`config.mk`:
```
export PLATFORM = sky130hd
export DESIGN_NAME = lock_code_tx
export DESIGN_NICKNAME = d
export VERILOG_FILES = /design/src/rtl/lock_pkg.sv /design/src/rtl/bit_timer.sv /design/src/rtl/lock_code_tx.sv
export SDC_FILE = /design/constraint.sdc
export NUM_CORES = 1
export LEC_CHECK = 0
export ABC_CLOCK_PERIOD_IN_PS = 1470
export CAP_MARGIN = 20
export CORE_MARGIN = 2
export CORE_UTILIZATION = 30
export DETAILED_ROUTE_END_ITERATION = 8
export HOLD_SLACK_MARGIN = 0.02
export SYNTH_ARGS = -nofsm -noshare
export SYNTH_HDL_FRONTEND = slang
export SYNTH_SLANG_ARGS = --single-unit
```
`constraint.sdc`:
```
create_clock -name clock -period 1.47 [get_ports clock]
set_input_delay 0.294 -clock clock [delete_from_list [all_inputs] [get_ports clock]]
set_output_delay 0.294 -clock clock [all_outputs]
set_load 0.005 [all_outputs]
```
`src/rtl/lock_pkg.sv`:
```
// Shared definitions for the lock/unlock sequence interface: state encoding,
// preamble length, default code and a counter-width helper.
package lock_pkg;

    typedef enum logic [2:0] {
        LOCK_IDLE     = 3'd0,
        LOCK_PREAMBLE = 3'd1,
        LOCK_SEND     = 3'd2,
        LOCK_WAIT     = 3'd3,
        LOCK_DONE     = 3'd4
    } lock_state_e;

    // Number of zero bit-slots sent ahead of the code to flush detector history.
    localparam int unsigned PRE_LEN = 2;

    localparam logic [3:0] LOCK_DEFAULT_CODE = 4'b1011;

    // Width needed to count 0..max_count-1, never narrower than one bit.
    function automatic int unsigned cnt_width(input int unsigned max_count);
        return (max_count > 1) ? $clog2(max_count) : 1;
    endfunction

endpackage

```
`src/rtl/bit_timer.sv`:
```
// Bit-slot pacing counter: counts 0..BIT_CYCLES-1 while enabled and flags the
// last cycle of each slot with tc.
module bit_timer
    import lock_pkg::*;
#(
    parameter int unsigned BIT_CYCLES = 2
) (
    input  logic clk,
    input  logic rst_n,
    input  logic en,
    input  logic clr,
    output logic tc
);

    localparam int unsigned CW = cnt_width(BIT_CYCLES);
    localparam logic [CW-1:0] TERM = CW'(BIT_CYCLES - 1);

    logic [CW-1:0] cnt_q;
    logic [CW-1:0] cnt_d;

    // Next count and terminal-count flag; wraps to zero at the end of a slot.
    always_comb begin
        cnt_d = cnt_q;
        tc    = 1'b0;
        if (clr) begin
            cnt_d = '0;
        end else if (en) begin
            if (cnt_q == TERM) begin
                tc    = 1'b1;
                cnt_d = '0;
            end else begin
                cnt_d = cnt_q + 1'b1;
            end
        end
    end

    // Count register.
    always_ff @(posedge clk or negedge rst_n) begin
        if (!rst_n) begin
            cnt_q <= '0;
        end else begin
            cnt_q <= cnt_d;
        end
    end

endmodule

```
`src/rtl/lock_code_tx.sv`:
```
// Serial code transmitter driving the lock sequence detector: shifts a code
// out MSB first, then waits for the detector's det/error response.
// Optional: define LOCK_TX_PREAMBLE_EN to send PRE_LEN zero bit-slots first.
module lock_code_tx
    import lock_pkg::*;
#(
    parameter int unsigned         CODE_LEN     = 4,
    parameter int unsigned         BIT_CYCLES   = 2,
    parameter int unsigned         RESP_TIMEOUT = 8,
    parameter logic [CODE_LEN-1:0] DEFAULT_CODE = LOCK_DEFAULT_CODE
) (
    input  logic                clock,
    input  logic                resetphase,
    input  logic                start,
    input  logic                use_default,
    input  logic [CODE_LEN-1:0] code,
    input  logic                det,
    input  logic                error,
    output logic                seq,
    output logic                busy,
    output logic                done,
    output logic                pass,
    output logic                timeout
);

    localparam logic [2:0] S_IDLE     = LOCK_IDLE;
    localparam logic [2:0] S_PREAMBLE = LOCK_PREAMBLE;
    localparam logic [2:0] S_SEND     = LOCK_SEND;
    localparam logic [2:0] S_WAIT     = LOCK_WAIT;
    localparam logic [2:0] S_DONE     = LOCK_DONE;

    // The bit counter also paces the preamble, so size it for the larger use.
    localparam int unsigned BW  = cnt_width(CODE_LEN);
    localparam int unsigned PW  = cnt_width(PRE_LEN);
    localparam int unsigned BCW = (BW > PW) ? BW : PW;
    localparam int unsigned TW  = cnt_width(RESP_TIMEOUT);

    localparam logic [BCW-1:0] LAST_BIT   = BCW'(CODE_LEN - 1);
    localparam logic [BCW-1:0] LAST_PRE   = BCW'(PRE_LEN - 1);
    localparam logic [TW-1:0]  TIMER_TERM = TW'(RESP_TIMEOUT - 1);

    logic [2:0]          state_q,      state_d;
    logic [CODE_LEN-1:0] shreg_q,      shreg_d;
    logic [BCW-1:0]      bit_cnt_q,    bit_cnt_d;
    logic [TW-1:0]       timer_q,      timer_d;
    logic                sticky_det_q, sticky_det_d;
    logic                sticky_err_q, sticky_err_d;
    logic                seq_q,        seq_d;
    logic                busy_q,       busy_d;
    logic                done_q,       done_d;
    logic                pass_q,       pass_d;
    logic                timeout_q,    timeout_d;

    logic slot_en;
    logic slot_clr;
    logic slot_tc;
    logic resp_det;
    logic resp_err;

    assign slot_en  = (state_q == S_SEND) || (state_q == S_PREAMBLE);
    assign slot_clr = (state_q == S_IDLE);

    bit_timer #(
        .BIT_CYCLES (BIT_CYCLES)
    ) u_bit_timer (
        .clk   (clock),
        .rst_n (resetphase),
        .en    (slot_en),
        .clr   (slot_clr),
        .tc    (slot_tc)
    );

    // Responses seen during SEND count as if they arrived on the first WAIT cycle.
    assign resp_det = det   | sticky_det_q;
    assign resp_err = error | sticky_err_q;

    // Transaction sequencing and result capture.
    always_comb begin
        state_d      = state_q;
        shreg_d      = shreg_q;
        bit_cnt_d    = bit_cnt_q;
        timer_d      = timer_q;
        sticky_det_d = sticky_det_q;
        sticky_err_d = sticky_err_q;
        pass_d       = pass_q;
        timeout_d    = timeout_q;

        case (state_q)
            S_IDLE: begin
                if (start) begin
                    shreg_d      = use_default ? DEFAULT_CODE : code;
                    bit_cnt_d    = '0;
                    timer_d      = '0;
                    sticky_det_d = 1'b0;
                    sticky_err_d = 1'b0;
                    pass_d       = 1'b0;
                    timeout_d    = 1'b0;
`ifdef LOCK_TX_PREAMBLE_EN
                    state_d      = S_PREAMBLE;
`else
                    state_d      = S_SEND;
`endif
                end
            end

            S_PREAMBLE: begin
                if (slot_tc) begin
                    if (bit_cnt_q == LAST_PRE) begin
                        bit_cnt_d    = '0;
                        sticky_det_d = 1'b0;
                        sticky_err_d = 1'b0;
                        state_d      = S_SEND;
                    end else begin
                        bit_cnt_d = bit_cnt_q + 1'b1;
                    end
                end
            end

            S_SEND: begin
                sticky_det_d = sticky_det_q | det;
                sticky_err_d = sticky_err_q | error;
                if (slot_tc) begin
                    shreg_d = {shreg_q[CODE_LEN-2:0], 1'b0};
                    if (bit_cnt_q == LAST_BIT) begin
                        bit_cnt_d = '0;
                        timer_d   = '0;
                        state_d   = S_WAIT;
                    end else begin
                        bit_cnt_d = bit_cnt_q + 1'b1;
                    end
                end
            end

            S_WAIT: begin
                if (resp_err) begin
                    pass_d    = 1'b0;
                    timeout_d = 1'b0;
                    state_d   = S_DONE;
                end else if (resp_det) begin
                    pass_d    = 1'b1;
                    timeout_d = 1'b0;
                    state_d   = S_DONE;
                end else if (timer_q == TIMER_TERM) begin
                    pass_d    = 1'b0;
                    timeout_d = 1'b1;
                    state_d   = S_DONE;
                end else begin
                    timer_d = timer_q + 1'b1;
                end
            end

            S_DONE: begin
                sticky_det_d = 1'b0;
                sticky_err_d = 1'b0;
                timer_d      = '0;
                state_d      = S_IDLE;
            end

            default: begin
                state_d = S_IDLE;
            end
        endcase
    end

    // Outputs are decoded from the next state so they are registered yet line
    // up with the state they describe.
    always_comb begin
        seq_d  = (state_d == S_SEND) & shreg_d[CODE_LEN-1];
        busy_d = (state_d != S_IDLE);
        done_d = (state_d == S_DONE);
    end

    // State and output registers.
    always_ff @(posedge clock or negedge resetphase) begin
        if (!resetphase) begin
            state_q      <= S_IDLE;
            shreg_q      <= '0;
            bit_cnt_q    <= '0;
            timer_q      <= '0;
            sticky_det_q <= 1'b0;
            sticky_err_q <= 1'b0;
            seq_q        <= 1'b0;
            busy_q       <= 1'b0;
            done_q       <= 1'b0;
            pass_q       <= 1'b0;
            timeout_q    <= 1'b0;
        end else begin
            state_q      <= state_d;
            shreg_q      <= shreg_d;
            bit_cnt_q    <= bit_cnt_d;
            timer_q      <= timer_d;
            sticky_det_q <= sticky_det_d;
            sticky_err_q <= sticky_err_d;
            seq_q        <= seq_d;
            busy_q       <= busy_d;
            done_q       <= done_d;
            pass_q       <= pass_d;
            timeout_q    <= timeout_d;
        end
    end

    assign seq     = seq_q;
    assign busy    = busy_q;
    assign done    = done_q;
    assign pass    = pass_q;
    assign timeout = timeout_q;

endmodule

```
==> qor.txt <==
Layout Skew = 5.79 ps
Worst setup path start = sticky_err_q
Final net count = 165
Share of the clock period used by the worst path after layout = 102%
Worst Setup End Kind = flip-flop
Final critical delay including setup and external delays = 1500 ps
Pwr/cell area = 1570 nW/µm²
Routed wirelength normalized by instance count = 13.5 µm
Layout cell share with drive strength beyond 1 = 38.3%
Standby leakage power = 0.801 nW
CP Cell Sequence = or4_4 -> o21ai_4 -> nand2_2 -> a22o_1
Post-place setup slack = -408 ps
Antenna Diode Count = 0
Number of nets with antenna violations after routing = 0
Maximum number of pins on one net before global-route repair = 21
Switching component of the power = 0.901 mW
Clk Latency, worst-skew pair = 300 ps
Dpl hpwl = 1.86 mm
Number of synthesized flops with an enable pin = 0
Cell area after placement = 1380 µm²
Final weighted congestion in routability-driven placement = 0.791
Setup ws final = -26.2 ps
R2R Setup Slk = -30 ps
Net count after synthesis = 118
Average footprint of a synthesized cell = 10.0 µm²
Buffers on Ports = 14
Clock Tree Root = clkbuf_4
Unique cell type count in the Yosys netlist = 39
Failing checks = negative setup slack
Total wirelength of the detailed-routed design = 2.63 mm
Final instance area = 1600 µm²
Number of primary I/O pins = 15
Syn-to-layout area delta = 54.7%
Worst ir drop on vdd = 0.845 mV
Final hold violation count = 0
Simple-Gate Fraction of Synth Area = 19.6%
Overflow after GRT = 0
Crit path DAT = 1690 ps
Share of flip-flops with an asynchronous set or reset = 100%
XOR/XNOR share of the synthesized area = 0.847%
Total DRC errors in the routed layout = 0
Setup TNS after final layout = -58.1 ps
Run status = finished, violations left
Main combinational cell family by area after synthesis = simple AND/OR/NAND/NOR gates
Share of Yosys cell area claimed by the top area cell type = 48.4%
Proportion of synthesized area in mux cells = 1.09%
Dominant cell by count in the synthesized netlist = dfrtp_1
Number of endpoints failing setup at the final stage = 3
Crit path largest cell delay = 530 ps
1st-pass router iterations = 4
Total number of yosys warnings = 0
Cts bufs inserted = 3
Slowest library cell on the worst path = or4_4
Proportion of total power due to net switching = 35.9%
Internal portion of total power = 1.61 mW
Number of max-slew violations in the final report = 0
Total Die Area = 3930 µm²
Number of maximum-capacitance violations = 0
Proportion of synthesized chip area in sequential cells = 48.4%
Clk slew on worst S/H paths = 110 ps
Tightest Pin Transition = 301 ps
Highest net fanout along the worst path = 3
Effective utilization at floorplan = 31.2%
Comb power frac = 54.1%
Via count = 969
Proportion of power drawn by the clock network = 12.7%
Unrepaired setup endpoints after global routing = true
Initial antenna violation count = 0
Iter 0 DRT Violations = 68
Prevailing post-synth register cell = dfrtp_1
Area of the mapped netlist = 1030 µm²
Number of storage elements in the synthesis netlist = 20
Clock Path Buffers = 2
Vias per cell = 4.97
Synthesized instance count = 103
Area leader, netlist = dfrtp_1
Placeable core region = 3310 µm²
Element type at the critical path start = flip-flop
Num Clock Sinks = 20
Most frequent cells after synthesis = dfrtp_1, nor2_1, a21oi_1
Hold/Removal Path Class = input port to async pin
Post-cts hold buffer count = 0
Slew margin rel. = 79.9%
Overall Global Routing Usage = 14.6%
Post-Synth Adder-Cell Area = 6.05%
Horizontal extent of the die = 62.7 µm
Most area-consuming cells after synthesis = dfrtp_1, ha_1, nor2_1
Startpoint of the worst-slack reg-to-reg timing path = sticky_err_q
Type of the worst setup path = flip-flop to flip-flop
Sequential share of power = 33.1%
Synthesized-area fraction occupied by ao, oa, aoi and oai cells = 19.0%
Number of global-route vias before repair = 1001
Required time at the worst-slack endpoint = 1660 ps
Achievable clock frequency = 668 MHz
TritonCTS clock tree = yes
Core Rows = 21
Total number of H-tree levels = 1
Height of the chip = 62.7 µm
Global-route wire length before repair = 4.55 mm
-- cells in the final DEF, fill, tap and decap left out, drive strengths merged, types with 2 or more instances in the layout --
cell type / netlist / layout
buf: 3 / 34
dfrtp: 20 / 20
nor2: 15 / 15
a21oi: 7 / 7
clkdlybuf4s50: 0 / 7
inv: 5 / 5
ha: 5 / 5
nand2: 5 / 5
a31oi: 4 / 4
dlymetal6s2s: 0 / 4
clkbuf: 3 / 4
dlygate4sd2: 0 / 3
o21ai: 3 / 3
nor3: 3 / 3
a221o: 3 / 3
o21bai: 2 / 2
a21o: 2 / 2
a22o: 2 / 2
nor3b: 2 / 2
nand3: 2 / 2
-- cell type report --
cell class | instances | area (µm²)
Timing Repair Buffer | 48 | 433
Sequential cell | 20 | 500
Multi-Input combinational cell | 72 | 553
Fill cell | 332 | 1710
Inverter | 5 | 18.8
Clock buffer | 4 | 36.3
Tap cell | 46 | 57.6
-- critical path, delay by kind of cell (launching register included) --
family	cells	cell delay, ps
compound gates	2	390
flops	1	400
simple gates	2	600
-- cells by family after synthesis --
group,after synthesis
AND/OR/NAND/NOR,37
AO/OA/AOI/OAI,28
buffers and inverters,11
adder cells (fa/ha/maj),5
flip-flops,20
multiplexers,1
XOR/XNOR,1
-- through the flow --
stage          hold slack (ps)  power (mW)  std cells  util, %
2_1_floorplan            -1.59        1.46        103        -
3_3_place_gp               471        1.91        180     41.6
3_5_place_dp               488        1.96        180     41.6
4_1_cts                    313        2.43        195     46.5
5_1_grt                    326        2.73        195     48.3
6_report                   310        2.51        195     48.3
-- state kept, by name, summed over array words and instances (netlist names) --
name,count
done,1
pass,1
shreg_q,4
sticky_det_q,1
state_q,3
sticky_err_q,1
busy,1
bit_cnt_q,2
timeout,1
u_bit_timer.cnt_q,1
timer_q,3
seq,1
-- timing repair --
| item | CTS | global route |
|---|---|---|
| gates resized for setup | 11 | 17 |
| gates cloned | 0 | 0 |
| buffers inserted | 12 | 1 |
| setup endpoints to repair | 10 | 16 |
| pin swaps | 5 | 8 |
-- routing by layer --
layer	vias up	part of all wire (%)	global-route usage [%]
li1	466	-	-
met2	25	52	24.9
met3	0	4.7	4.50
met5	-	0	0
met4	0	0	3.33
met1	478	43	18.1
-- worst paths after layout --
path,endpoint,cells past startpoint
hold / removal,shreg_q[3],2
setup reg to reg,timer_q[2],4
min in group clock,sticky_det_q,4
max in group asynchronous,bit_cnt_q[1],2
setup / recovery,timer_q[2],4
hold reg to reg,shreg_q[0],2
-- power by group through the flow --
stage          sequential, mW  combinational [mW]  clock [mW]
6_report                0.833                1.36       0.320
5_1_grt                 0.857                1.51       0.368
4_1_cts                 0.828                1.27       0.337
3_5_place_dp            0.839                1.12           0
3_3_place_gp            0.828                1.08           0
2_1_floorplan           0.824               0.641           0
No activity file was read; power rests on OpenSTA's default activity.
